## src/rtl/set_vars_tx.sv

```systemverilog
// set_vars_tx: serial transmitter for the neuron parameter-load link.
// Captures tau/weight/threshold on an accepted start. Sends a one-cycle
// preamble with set_vars high, then WIDTH bits LSB-first on expd/w/t.
// Ends with a GAP_CYCLES-long low gap on set_vars. All outputs are registered.
module set_vars_tx #(
  parameter int WIDTH      = 8,
  parameter int GAP_CYCLES = 1
) (
  input  logic             clk,
  input  logic             rst,
  input  logic             start,
  input  logic [WIDTH-1:0] tau_in,
  input  logic [WIDTH-1:0] weight_in,
  input  logic [WIDTH-1:0] threshold_in,
  output logic             set_vars,
  output logic             expd,
  output logic             w,
  output logic             t,
  output logic             busy,
  output logic             done
);

  localparam int IDX_W = (WIDTH > 1) ? $clog2(WIDTH) : 1;
  localparam int GAP_W = $clog2(GAP_CYCLES + 1);
  localparam logic [IDX_W-1:0] IDX_LAST = IDX_W'(WIDTH - 1);
  localparam logic [GAP_W-1:0] GAP_LOAD = GAP_W'(GAP_CYCLES);

  typedef enum logic [1:0] {
    IDLE  = 2'd0,
    PRE   = 2'd1,
    SHIFT = 2'd2,
    GAP   = 2'd3
  } state_t;

  state_t           state_q, state_d;
  logic [IDX_W-1:0] idx_q, idx_d;
  logic [GAP_W-1:0] gap_q, gap_d;
  logic [WIDTH-1:0] tau_q, tau_d;
  logic [WIDTH-1:0] wgt_q, wgt_d;
  logic [WIDTH-1:0] thr_q, thr_d;
  logic             set_vars_q, set_vars_d;
  logic             expd_q, expd_d;
  logic             w_q, w_d;
  logic             t_q, t_d;
  logic             busy_q, busy_d;
  logic             done_q, done_d;
  logic [IDX_W-1:0] idx_nx_s;

  // idx_q is the bit currently on the data lines; idx_nx_s is the next one.
  assign idx_nx_s = idx_q + IDX_W'(1);

  // Next-state, shadow capture and registered-output computation.
  always_comb begin
    state_d    = state_q;
    idx_d      = idx_q;
    gap_d      = gap_q;
    tau_d      = tau_q;
    wgt_d      = wgt_q;
    thr_d      = thr_q;
    set_vars_d = 1'b0;
    expd_d     = 1'b0;
    w_d        = 1'b0;
    t_d        = 1'b0;
    busy_d     = 1'b0;
    done_d     = 1'b0;
    case (state_q)
      IDLE: begin
        if (start) begin
          tau_d      = tau_in;
          wgt_d      = weight_in;
          thr_d      = threshold_in;
          idx_d      = {IDX_W{1'b0}};
          state_d    = PRE;
          set_vars_d = 1'b1;
          busy_d     = 1'b1;
        end else begin
          state_d = IDLE;
        end
      end
      PRE: begin
        // Preamble slot is on the lines now; drive bit 0 next.
        state_d    = SHIFT;
        idx_d      = {IDX_W{1'b0}};
        set_vars_d = 1'b1;
        busy_d     = 1'b1;
        expd_d     = tau_q[0];
        w_d        = wgt_q[0];
        t_d        = thr_q[0];
      end
      SHIFT: begin
        busy_d = 1'b1;
        if (idx_q == IDX_LAST) begin
          // Last bit has been on the lines for a full cycle: drop set_vars.
          state_d = GAP;
          idx_d   = {IDX_W{1'b0}};
          gap_d   = GAP_LOAD;
          done_d  = 1'b1;
        end else begin
          idx_d      = idx_nx_s;
          set_vars_d = 1'b1;
          expd_d     = tau_q[idx_nx_s];
          w_d        = wgt_q[idx_nx_s];
          t_d        = thr_q[idx_nx_s];
        end
      end
      GAP: begin
        if (gap_q <= GAP_W'(1)) begin
          // Gap ends on this edge; a pending start is taken right away so
          // held-high start yields exactly GAP_CYCLES low cycles.
          gap_d = {GAP_W{1'b0}};
          if (start) begin
            tau_d      = tau_in;
            wgt_d      = weight_in;
            thr_d      = threshold_in;
            idx_d      = {IDX_W{1'b0}};
            state_d    = PRE;
            set_vars_d = 1'b1;
            busy_d     = 1'b1;
          end else begin
            state_d = IDLE;
          end
        end else begin
          gap_d  = gap_q - GAP_W'(1);
          busy_d = 1'b1;
        end
      end
      default: begin
        state_d = IDLE;
        idx_d   = {IDX_W{1'b0}};
        gap_d   = {GAP_W{1'b0}};
      end
    endcase
  end

  // State, shadow and output registers with asynchronous active-low reset.
  always_ff @(posedge clk or negedge rst) begin
    if (!rst) begin
      state_q    <= IDLE;
      idx_q      <= {IDX_W{1'b0}};
      gap_q      <= {GAP_W{1'b0}};
      tau_q      <= {WIDTH{1'b0}};
      wgt_q      <= {WIDTH{1'b0}};
      thr_q      <= {WIDTH{1'b0}};
      set_vars_q <= 1'b0;
      expd_q     <= 1'b0;
      w_q        <= 1'b0;
      t_q        <= 1'b0;
      busy_q     <= 1'b0;
      done_q     <= 1'b0;
    end else begin
      state_q    <= state_d;
      idx_q      <= idx_d;
      gap_q      <= gap_d;
      tau_q      <= tau_d;
      wgt_q      <= wgt_d;
      thr_q      <= thr_d;
      set_vars_q <= set_vars_d;
      expd_q     <= expd_d;
      w_q        <= w_d;
      t_q        <= t_d;
      busy_q     <= busy_d;
      done_q     <= done_d;
    end
  end

  assign set_vars = set_vars_q;
  assign expd     = expd_q;
  assign w        = w_q;
  assign t        = t_q;
  assign busy     = busy_q;
  assign done     = done_q;

endmodule

```

## config.mk

```make
export PLATFORM = sky130hd
export DESIGN_NAME = set_vars_tx
export DESIGN_NICKNAME = d
export VERILOG_FILES = /design/src/rtl/set_vars_tx.sv
export SDC_FILE = /design/constraint.sdc
export NUM_CORES = 1
export LEC_CHECK = 0
export CORE_ASPECT_RATIO = 0.7
export CORE_MARGIN = 8
export CORE_UTILIZATION = 30
export CTS_CLUSTER_DIAMETER = 50
export DETAILED_ROUTE_END_ITERATION = 7
export GPL_ROUTABILITY_DRIVEN = 0
export SETUP_SLACK_MARGIN = 0.5
export SYNTH_ARGS = -nofsm -noshare
export SYNTH_HDL_FRONTEND = slang
export SYNTH_SLANG_ARGS = --single-unit
```

## constraint.sdc

```tcl
create_clock -name clk -period 2.35 [get_ports clk]
set_input_delay 0.47 -clock clk [delete_from_list [all_inputs] [get_ports clk]]
set_output_delay 0.47 -clock clk [all_outputs]
set_load 0.01 [all_outputs]
```

==> qor.yml <==
status: "complete, no violations"
grt_overflow_total: 0
syn_area_sq_mm: 0.00174
fin_ws_ns: 0.630
worstSetupStartpointType: "register"
async_flop_share_pct: 100
coreArea_sq_mm: 0.00567
fp.dieW_um: 107
rsz0062_at_grt: "false"
tightest_slew_ns: 0.439
layout_common_cells: "dfrtp_1, clkdlybuf4s50_1, mux2_4"
crit_path_max_fanout: 16
fin_nets: 204
power_mw: 2.72
power_density_mw_per_mm2: 1230
setup-tns-final_ns: 0
dp.cells: 238
ios: 33
multi_input_area_sq_um: 797
cp.arrival_ns: 1.89
finalCritPeriodShare_pct: 73.2
preCtsSetupSlack_ns: 0.423
antenna_left: 0
grt_pass1_wl_mm: 5.71
hold_buffers: 0
avgRoutedWirePerCell_um: 13.4
cts_buffer_depth: 2
drt_iter0_drc: 45
area.growth.synth_to_final_pct: 27.0
htree_num_levels: 2
cp_data_required_time_ns: 2.52
via_count: 1053
avgSynthCellArea_sq_um: 13.2
wl_mm: 3.27
slew_headroom_pct: 70.7
ir_worst_vdd_mv: 0.460
dp_hpwl_mm: 2.44
path_class: "reg2reg"
clk_latency_ns: 0.29
fillers: 532
regArea_sq_um: 876
setup_viol_count_final: 0
antenna_found_initial: 0
diodes: 0
cts_root_buf: "clkbuf_8"
final.setup_skew_ns: 0.00628
syn_nets: 166
rows: 23
cts_sinks: 35
clk_pin_slew_ns: 0.07
die_height_um: 79.8
yosys_register_bits: 35
fin_crit_ns: 1.72
fmax_ghz: 0.581
track_usage_pct: 8.52
cap_violations: 0
die_area_sq_mm: 0.00855
synth_seq_area_share_pct: 50.2
start_util_pct: 30.8
synth_edf_count: 0
slew_viol_final: 0
vias_per_cell: 4.32
cts_tree: "yes"
hp-class: "reg2reg"
synth_cell_types: 23
cts_buffers: 5
drcViolationCount: 0
end_kind: "register"
drive_above_1_share_pct: 22.5
grt_pass1_vias: 1192
cellLeakagePower_nw: 0.942
drtPass1Iterations: 4
grt_start_max_net_pins: 36
synth-main-ff-cell: "dfrtp_1"
portBuffers: 32
mostFrequentLayoutCell: "dfrtp_1"
postSynthCellCount: 132
yosysWarnings: 0
fin_cells: 244
hold_violations: 0
[final timing paths]
path	start	to	slack, ns	cells past startpoint
max	state_q[0]$_DFFE_PN0P_	tau_q[3]$_DFFE_PN0P_	0.63	5
min	thr_q[3]$_DFFE_PN0P_	thr_q[3]$_DFFE_PN0P_	0.51	1
max reg2reg	state_q[0]$_DFFE_PN0P_	tau_q[3]$_DFFE_PN0P_	0.63	5
min reg2reg	thr_q[3]$_DFFE_PN0P_	thr_q[3]$_DFFE_PN0P_	0.51	1
max in group asynchronous	rst	done$_DFF_PN0_	1.44	2
min in group asynchronous	rst	thr_q[1]$_DFFE_PN0P_	0.60	2
[repair_timing]
action / 4_1_cts / 5_1_grt
setup buffers: 0 / 0
setup endpoints to repair: 3 / 19
endpoints found under the hold margin: 0 / 0
resized for setup: 2 / 3
[layer usage]
metal,vias up,wire length [um],track usage (%)
met1,488,1710,11.9
met2,27,1330,11.0
met5,-,0,0
li1,533,-,-
met4,0,48,4.20
met3,5,173,3.31
[report_power, final]
group,internal (mW),total [mW],switching [mW]
logic,0.745,1.28,0.534
registers,0.884,1.04,0.161
clock network,0.197,0.393,0.195
[per-stage QoR]
stage	area, sq um	hold slack (ns)	utilization [%]
5_1_grt	2220	0.523	39.1
3_3_place_gp	2120	0.498	37.4
6_report	2220	0.511	39.1
3_5_place_dp	2120	0.497	37.4
4_1_cts	2200	0.513	38.8
2_1_floorplan	1740	0.174	-
[worst max-delay path, cell delays in order (launching register included)]
cell	delay, ns
dfrtp_1	0.40
inv_1	0.12
ha_2	0.33
nor2b_2	0.16
buf_6	0.23
mux2_2	0.35
[sequential cells by signal (all words and copies together), names as in the netlist]
| name | count |
|---|---|
| idx_q | 3 |
| done | 1 |
| tau_q | 8 |
| thr_q | 8 |
| set_vars | 1 |
| w | 1 |
| expd | 1 |
| t | 1 |
| wgt_q | 8 |
| busy | 1 |
| state_q | 2 |
[cell families after synthesis]
group	after synthesis	synth area share, %
buffers and inverters	9	4.95
AO/OA/AOI/OAI	13	4.09
adder cells (fa/ha/maj)	7	5.02
flip-flops	35	50.2
multiplexers	36	26.5
AND/OR/NAND/NOR	32	9.25
[cell usage after synthesis (all sizes together) (2+ instances only)]
cell,n,area (sq um)
a22oi,2,15.0
buf,6,75.1
dfrtp,35,876
ha,7,87.6
inv,3,11.3
mux2,24,342
mux2i,12,120
nand2,10,37.5
nand3,10,50.1
nand3b,3,22.5
nor2,3,11.3
nor2b,4,27.5
o21ai,9,45.0
[cell type report]
class	instances	share of cell area, %
Tap cell	75	4.23
Inverter	3	0.508
Sequential cell	35	39.5
Clock buffer	6	3.27
Timing Repair Buffer	37	16.5
Multi-Input combinational cell	88	36.0
Note: power is estimated with default switching activity, not from simulation.
